File: config.mk
export PLATFORM = sky130hd
export DESIGN_NAME = demux4_reg
export DESIGN_NICKNAME = d
export VERILOG_FILES = /design/src/rtl/demux4_reg.sv
export SDC_FILE = /design/constraint.sdc
export NUM_CORES = 1
export LEC_CHECK = 0
export ABC_AREA = 1
export CAP_MARGIN = 20
export CORE_UTILIZATION = 48
export CTS_CLUSTER_DIAMETER = 100
export CTS_CLUSTER_SIZE = 8
export DETAILED_ROUTE_END_ITERATION = 12
export PLACE_DENSITY = 0.8
export SLEW_MARGIN = 20
export SYNTH_ARGS = -nofsm -noshare
export SYNTH_HDL_FRONTEND = slang
export SYNTH_SLANG_ARGS = --single-unit
File: constraint.sdc
create_clock -name clk -period 1.85 [get_ports clk]
set_input_delay 0.37 -clock clk [delete_from_list [all_inputs] [get_ports clk]]
set_output_delay 0.37 -clock clk [all_outputs]
set_load 0.01 [all_outputs]
File: src/rtl/demux4_reg.sv
// ---------------------------------------------------------------------------
// demux4_reg
//
// 1-to-4 registered demultiplexer. A single valid/ready input stream is
// steered by in_sel into one of four output channels. Each channel has a
// one-entry output register with its own valid/ready handshake, so the four
// consumers drain independently of each other. Each channel also keeps a
// modulo-2^CNT_W count of the words it has accepted.
//
// Parameters
//   WIDTH  data width of in_data and of each output channel
//   CNT_W  width of each per-channel accepted-word counter
//
// Ports
//   clk        single clock; all state updates on posedge
//   rst        synchronous, active-high reset
//   in_data    word to route
//   in_sel     target channel (0..3)
//   in_valid   in_data/in_sel are valid this cycle
//   in_ready   selected channel can take a word this cycle (combinational)
//   out_data   channel k at bits [k*WIDTH +: WIDTH]
//   out_valid  bit k: channel k holds a word
//   out_ready  bit k: consumer k takes the word this cycle
//   cnt        channel k accepted-word count at bits [k*CNT_W +: CNT_W]
// ---------------------------------------------------------------------------
module demux4_reg #(
    parameter int WIDTH = 32,
    parameter int CNT_W = 16
) (
    input  logic               clk,
    input  logic               rst,
    input  logic [WIDTH-1:0]   in_data,
    input  logic [1:0]         in_sel,
    input  logic               in_valid,
    output logic               in_ready,
    output logic [4*WIDTH-1:0] out_data,
    output logic [3:0]         out_valid,
    input  logic [3:0]         out_ready,
    output logic [4*CNT_W-1:0] cnt
);

    typedef enum logic {
        CH_EMPTY = 1'b0,
        CH_FULL  = 1'b1
    } ch_state_e;

    ch_state_e        state_q [4];
    ch_state_e        state_d [4];
    logic [WIDTH-1:0] data_q  [4];
    logic [WIDTH-1:0] data_d  [4];
    logic [CNT_W-1:0] cnt_q   [4];
    logic [CNT_W-1:0] cnt_d   [4];

    logic [3:0] sel_oh;
    logic [3:0] load;
    logic [3:0] drain;
    logic       acc;

    // Only the selected channel gates the input: a full channel with a
    // stalled consumer blocks the stream even when the others are empty.
    // A channel being drained this cycle can take a new word in the same
    // cycle, which gives one word per clock per channel with no bubble.
    always_comb begin : input_handshake
        in_ready = (state_q[in_sel] == CH_EMPTY) | out_ready[in_sel];
        acc      = in_valid & in_ready & ~rst;
    end

    // acc is 0 whenever in_valid is 0, so a garbage in_sel with no valid
    // word cannot produce a load.
    always_comb begin : sel_decode
        sel_oh         = '0;
        sel_oh[in_sel] = 1'b1;
        load           = sel_oh & {4{acc}};
    end

    always_comb begin : drain_decode
        drain = '0;
        for (int unsigned k = 0; k < 4; k++) begin
            drain[k] = (state_q[k] == CH_FULL) & out_ready[k];
        end
    end

    // Per-channel next state. Load has priority over drain so that a
    // simultaneous drain+load keeps the channel full with the new word.
    always_comb begin : channel_next
        for (int unsigned k = 0; k < 4; k++) begin
            state_d[k] = state_q[k];
            data_d[k]  = data_q[k];
            cnt_d[k]   = cnt_q[k];

            unique case (state_q[k])
                CH_EMPTY: begin
                    if (load[k]) begin
                        state_d[k] = CH_FULL;
                    end
                end
                CH_FULL: begin
                    if (drain[k] && !load[k]) begin
                        state_d[k] = CH_EMPTY;
                    end
                end
                default: state_d[k] = CH_EMPTY;
            endcase

            // Data is left in place on drain; only a load overwrites it.
            if (load[k]) begin
                data_d[k] = in_data;
                cnt_d[k]  = cnt_q[k] + CNT_W'(1);
            end
        end
    end

    always_ff @(posedge clk) begin : channel_regs
        if (rst) begin
            for (int unsigned k = 0; k < 4; k++) begin
                state_q[k] <= CH_EMPTY;
                data_q[k]  <= '0;
                cnt_q[k]   <= '0;
            end
        end else begin
            for (int unsigned k = 0; k < 4; k++) begin
                state_q[k] <= state_d[k];
                data_q[k]  <= data_d[k];
                cnt_q[k]   <= cnt_d[k];
            end
        end
    end

    always_comb begin : output_pack
        out_data  = '0;
        out_valid = '0;
        cnt       = '0;
        for (int unsigned k = 0; k < 4; k++) begin
            out_valid[k]               = (state_q[k] == CH_FULL);
            out_data[k*WIDTH +: WIDTH] = data_q[k];
            cnt[k*CNT_W +: CNT_W]      = cnt_q[k];
        end
    end

endmodule

==> flow_summary.ini, run 1 <==
[clock_tree]
cts.path.max_buffers = 2
clk_latency_ps = 420
cts_tree = done
htree_levels = 4
ctsHoldBuffers = 0
numClockSinks = 196
root_buffer = clkbuf_16
cts_made_buffers = 17
cts.clk_slew.worst_paths_ps = 70

[global_routing]
grt_max_degree = 197
grt_overflow = 0
grt_pass1_wl_um = 38600
antenna_found_initial = 0
grt_pass1_vias = 7527
grt_usage_pct = 26.6

[power]
peakVddDrop_uv = 649
leakagePower_nw = 4.20
power_density_mw_per_mm2 = 722

[logic_synthesis]
synth_compound_area_share_pct = 12.2
synthArstFlopShare_pct = 0
synth_top_family_by_area = simple AND/OR/NAND/NOR gates
synth_top_area_share_pct = 46.3
synth_top_cell_by_area = dfxtp_1
syn_inst = 1186
synth-seq-cells = 196
synthAdderAreaFrac_pct = 0.590
synth_mux_area_share_pct = 0
syn_nets = 1231
synth_area_leaders = dfxtp_1 (46%), nand2_1 (22%), a21oi_1 (12%)
synth.avg_cell_area_um2 = 7.15
yosys.area_share.simple_pct = 30.9
synth_seq_area_share_pct = 46.3
synth_edf_count = 0
ys.flop_type = dfxtp_1
synth_warnings = 0
synth-xor-area-share_pct = 2.89
syn-cell-area_mm2 = 0.00848
synth.distinct_cells = 24

[layout]
area_growth_pct = 41.4
final_common_cell = nand2_1
antenna_cells = 0
final_util_pct = 69.3
final_cell_count_no_fill = 1661
fin_nets = 1468
layout-drive-gt1-share_pct = 8.36
final_cell_mix = nand2_1 (493), clkdlybuf4s50_1 (230), a21oi_1 (196)

[worst_hold_path]
hold_path_depth = 2
holdPathEnd = data_q[2][4]$_SDFFE_PP0P_
hold_path_class = flip-flop to flip-flop
hp-start = data_q[2][4]$_SDFFE_PP0P_

[floorplanning]
row_count = 48
die_area_mm2 = 0.0182
die_y_um = 135
design.core.area_mm2 = 0.0173
io-pin-count = 238
start_util_pct = 49.0
die_w_um = 135

[worst_setup_path]
worstSetupStartpointType = flip-flop
cp.required_ps = 1480
cp-end-kind = output pin
worst-path-buf-inv = 1
r2r-start = state_q[3]$_SDFF_PP0_
ff2ff_setup_slack_ps = 170
crit_slowest_cell = clkdlybuf4s50_1
worst-path-max-fanout = 6
slowest_delay_ps = 590
cp_cell_sequence = clkdlybuf4s50_1
r2r-end = data_q[1][8]$_SDFFE_PP0P_
r2r_cells = 12
crit_arrival_ps = 1440
cp_top_family = buffers and inverters
critPathKind = flip-flop to output pin

[routing]
first_pass_iters = 4
wire_per_inst_um = 15.2
drc = 0
drtIter0Drc = 476
dr_total_vias = 8539
vias_per_cell = 5.14
routed_wl_um = 25200
detail-route-antenna-nets = 0

[sta]
relSlewSlack_pct = 36.7
fin_crit_sh_pct = 97.6
max_freq_mhz = 554
finalSetupTns_ps = 0
finalHoldViolations = 0
period_minus_slack_ps = 1810
skew_ps = 10.9
tightestPinTransition_ps = 950
setup_violations = 0
finalMaxSlewViolations = 0

[run]
max_cap_violations = 0

[status]
status = complete, no violations

[place]
port_buffers = 237
dp.cells = 1625
place.gp.congestion = 0.885
hpwlAfterDp_um = 16700
kinds of logic (layout without fill, tap and decap cells):
logic type / count (synthesis) / in the layout
AO/OA/AOI/OAI: 206 / 206
flip-flops: 196 / 196
XOR/XNOR: 28 / 28
buffers and inverters: 120 / 370
adder cells (fa/ha/maj): 4 / 4
AND/OR/NAND/NOR: 632 / 632
layer usage:
metal,track usage (%),share of wire (%)
met5,0,0
met4,8.24,1.7
met2,44.6,48
met1,32.5,43
met3,8.11,7.4
report_power, final:
part	internal (W)	switching (W)	total, W
combinational	0.000312	0.000370	0.000682
sequential	0.00428	0.0000355	0.00432
clock	0.00197	0.00169	0.00366
total	0.00656	0.00209	0.00865
how the worst max path moves through the flow:
stage	end	cells past startpoint	from
after floorplan	cnt_q[2][12]$_SDFFE_PP0P_	11	in_sel[0]
after global placement	data_q[1][15]$_SDFFE_PP0P_	11	in_sel[1]
after detailed placement	data_q[1][3]$_SDFFE_PP0P_	11	in_sel[1]
after CTS	in_ready	8	in_sel[0]
after global routing	cnt[8]	1	cnt_q[0][8]$_SDFFE_PP0P_
final	cnt[39]	1	cnt_q[2][7]$_SDFFE_PP0P_
Yosys cell counts, types with 6 or more instances:
library cell and number:
inv_1 52, nand3b_1 13, xnor2_1 7, xor2_1 21, nand4_1 28, nor3_1 6, buf_6 8, clkbuf_1 24
nand2_1 494, buf_2 13, nor2_1 48, o21ai_0 10, buf_4 21, nand3_1 28, dfxtp_1 196, a21oi_1 196
cell type report:
type                       instances  area, um2
fill                            1403       5310
multi-input combinational        870       3960
timing repair buffer             285       3020
sequential                       196       3950
tap                              225        282
clock buffer                      21        460
inverter                          53        199
clock inverter                    11        118
stage by stage:
step / setup WS (ps) / hold WS, ps / total power (W) / area, um2
after detailed placement: -527 / 453 / 0.00507 / 11300
after CTS: -55.7 / 464 / 0.00869 / 11800
after global placement: -441 / 449 / 0.00506 / 11300
after global routing: -0.558 / 475 / 0.00893 / 12000
final: 43.6 / 461 / 0.00865 / 12000
after floorplan: 251 / 457 / 0.00469 / 8480
timing repair:
item | CTS | global route
pin swaps | 1 | 2
cloned | 0 | 3
buffers inserted | 0 | 1
setup endpoints to repair | 185 | 204
gates resized for setup | 11 | 28
flip-flops by register name, indices dropped and copies added (netlist names):
signal   count
cnt_q       64
data_q     128
state_q      4
No activity file was read; power rests on OpenSTA's default activity.
==> run 2, diff against run 1 <==
--- a/config.mk
+++ b/config.mk
@@ -6,7 +6,6 @@
 export NUM_CORES = 1
 export LEC_CHECK = 0
 export ABC_AREA = 1
-export CAP_MARGIN = 20
 export CORE_UTILIZATION = 48
 export CTS_CLUSTER_DIAMETER = 100
 export CTS_CLUSTER_SIZE = 8
==> results of run 2 <==
Final layout, timing and power as in run 1 (identical DEF).
==> run 3, diff against run 2 <==
==> config.mk (replaced) <==
export PLATFORM = sky130hd
export DESIGN_NAME = demux4_reg
export DESIGN_NICKNAME = d
export VERILOG_FILES = /design/src/rtl/demux4_reg.sv
export SDC_FILE = /design/constraint.sdc
export NUM_CORES = 1
export LEC_CHECK = 0
export CORE_UTILIZATION = 30
export CTS_CLUSTER_DIAMETER = 100
export CTS_CLUSTER_SIZE = 8
export DETAILED_ROUTE_END_ITERATION = 12
export SLEW_MARGIN = 5
export SYNTH_ARGS = -nofsm -noshare
export SYNTH_HDL_FRONTEND = slang
export SYNTH_SLANG_ARGS = --single-unit
==> flow_summary.ini, run 3 <==
[status]
status = complete, but fails checks
violations = setup timing

[clock_tree]
cts_tree = done
cts.clk_slew.worst_paths_ps = 80
clk_latency_ps = 440
htree_levels = 4
root_buffer = clkbuf_16
numClockSinks = 196
cts_made_buffers = 17
cts.path.max_buffers = 2

[routing]
dr_total_vias = 7558
detail-route-antenna-nets = 0
drtIter0Drc = 425
drc = 0
routed_wl_um = 24800
first_pass_iters = 5
vias_per_cell = 4.89
wire_per_inst_um = 16.0

[layout]
fin_nets = 1255
antenna_cells = 0
fillers = 2353
regMostFlops = data_q
final_util_pct = 47.6
final_cell_mix = nand2_1 (282), clkdlybuf4s50_1 (209), dfxtp_1 (177)
area_growth_pct = 54.4
largest_reg_flops = 128
layout-drive-gt1-share_pct = 13.9
largestRegisters = data_q (128), cnt_q (64), state_q (4)
final_common_cell = nand2_1
stdcell_area_mm2 = 0.0117

[logic_synthesis]
synth.distinct_cells = 40
synthArstFlopShare_pct = 0
syn_inst = 930
synth-seq-cells = 196
syn-cell-area_mm2 = 0.00755
synth_edf_count = 0
synth_seq_area_share_pct = 52.0
synth_area_leaders = dfxtp_1 (52%), nand2_1 (14%), a21oi_1 (11%)
synth_top_area_share_pct = 52.0
syn_nets = 975
synthTopCellsByCount = nand2_1 (282), dfxtp_1 (196), a21oi_1 (173)
ys.flop_type = dfxtp_1
synth.avg_cell_area_um2 = 8.12
synth_warnings = 0
post-synth-top-count-cell = nand2_1
synth_top_cell_by_area = dfxtp_1

[power]
peakVddDrop_uv = 605
leakagePower_nw = 4.23
power_density_mw_per_mm2 = 755

[global_routing]
busiest_layer = met2
grt_max_degree = 74
grt_overflow = 0
grt_pass1_vias = 6967
grtUsageMet1_pct = 24.5
grt_pass1_wl_um = 39100
antenna_found_initial = 0
grt_usage_pct = 19.2
met2_usage_pct = 30.6
met3_usage_pct = 6.92

[sta]
setup_violations = 8
tightestPinTransition_ps = 826
period_minus_slack_ps = 1990
grt_setup_unrepaired = true
finalHoldViolations = 0
finalMaxSlewViolations = 0
max_freq_mhz = 503
skew_ps = 17.5
relSlewSlack_pct = 44.9
finalWorstSetupSlack_ps = -139
fin_crit_sh_pct = 107

[place]
pre_cts_ws_ps = -748
place.gp.congestion = 0.792
port_buffers = 237
place_area_mm2 = 0.0109
hpwlAfterDp_um = 16700

[worst_setup_path]
cp-end-kind = output pin
slowest_delay_ps = 530
cp.required_ps = 1480
worstSetupStartpointType = flip-flop
crit_arrival_ps = 1620
critPathKind = flip-flop to output pin
r2r-start = state_q[3]$_SDFF_PP0_
crit_slowest_cell = mux4_2
worst-path-max-fanout = 3
cp_cell_sequence = nor2b_1 > mux4_2 > inv_2 > buf_6
worst-path-buf-inv = 2
crit_start = state_q[3]$_SDFF_PP0_
cp_top_family = multiplexers

[run]
max_cap_violations = 0

[floorplanning]
row_count = 57
die_w_um = 161
die_area_mm2 = 0.0258
die_y_um = 161
design.core.area_mm2 = 0.0245
start_util_pct = 30.9
io-pin-count = 238

[worst_hold_path]
hold_path_class = primary input to flip-flop
hp-start = rst
run 3: cell count changes in the layout (fill, tap and decap cells not counted), sizes merged, moves of 20 or more:
cell,delta
inv,-42
nor2,-39
clkdlybuf4s50,-21
or4,+23
nand2,-214
a21oi,-23
buf,+45
o31ai,+20
run 3: kinds of logic after synthesis:
group,count (synthesis),share of synthesized area [%]
compound gates,228,16.7
xor+xnor,13,1.51
flops,196,52.0
fa+ha+maj,4,0.663
mux,2,0.448
buf+inv,79,4.24
simple gates,408,24.4
run 3: stage by stage:
| step | hold WS [ps] | setup TNS [ps] | total power [W] | cells |
|---|---|---|---|---|
| final | 399 | -660 | 0.00881 | 1547 |
| after global routing | 392 | -1180 | 0.00917 | 1547 |
| after CTS | 372 | -737 | 0.00892 | 1545 |
| after detailed placement | 445 | -83040 | 0.00502 | 1513 |
| after global placement | 440 | -80710 | 0.00502 | 1513 |
| after floorplan | 479 | -2310 | 0.00464 | 930 |
run 3: report_power, final:
group	leakage, nW	internal (W)	switching [W]
clock	0.300	0.00199	0.00189
combinational	2.33	0.000288	0.000324
sequential	1.59	0.00428	0.0000347
total	4.23	0.00656	0.00225
run 3: cell type report:
cell class / instances / area (um2) / share of cell area [%]
Clock buffer: 18 / 439 / 3.77
Timing Repair Buffer: 327 / 3220 / 27.6
Clock inverter: 14 / 188 / 1.61
Tap cell: 324 / 405 / 3.48
Sequential cell: 196 / 3950 / 33.9
Inverter: 13 / 48.8 / 0.419
Multi-Input combinational cell: 655 / 3410 / 29.3
run 3: repair_timing:
| item | CTS | global route |
|---|---|---|
| hold buffers | 0 | 0 |
| resized for setup | 32 | 46 |
| pin swaps | 3 | 3 |
| gates cloned | 0 | 1 |
| setup endpoints to repair | 76 | 51 |
| buffers inserted | 0 | 1 |
run 3: worst paths after layout:
path                           endpoint  slack, ps  cells after the start
min               state_q[0]$_SDFF_PP0_        400                      4
max reg2reg    cnt_q[2][7]$_SDFFE_PP0P_       -100                      5
max                            in_ready       -140                      4
min reg2reg  data_q[0][26]$_SDFFE_PP0P_        460                      2
run 3: worst reg2reg max path: cells and delay by family (launching register included):
kind	cells	cell delay, ps
AOI/OAI and AO/OA	1	150
buffers and inverters	1	220
DFF	1	340
muxes	1	530
and+or+nand+nor	2	640
run 3: routing by layer:
layer  up-vias  wire length, um  part of all wire, %
met2       200            11400                   46
li1       3743                -                    -
met4         0              259                  1.0
met5         -                0                    0
met3        16             2040                  8.2
met1      3599            11100                   45
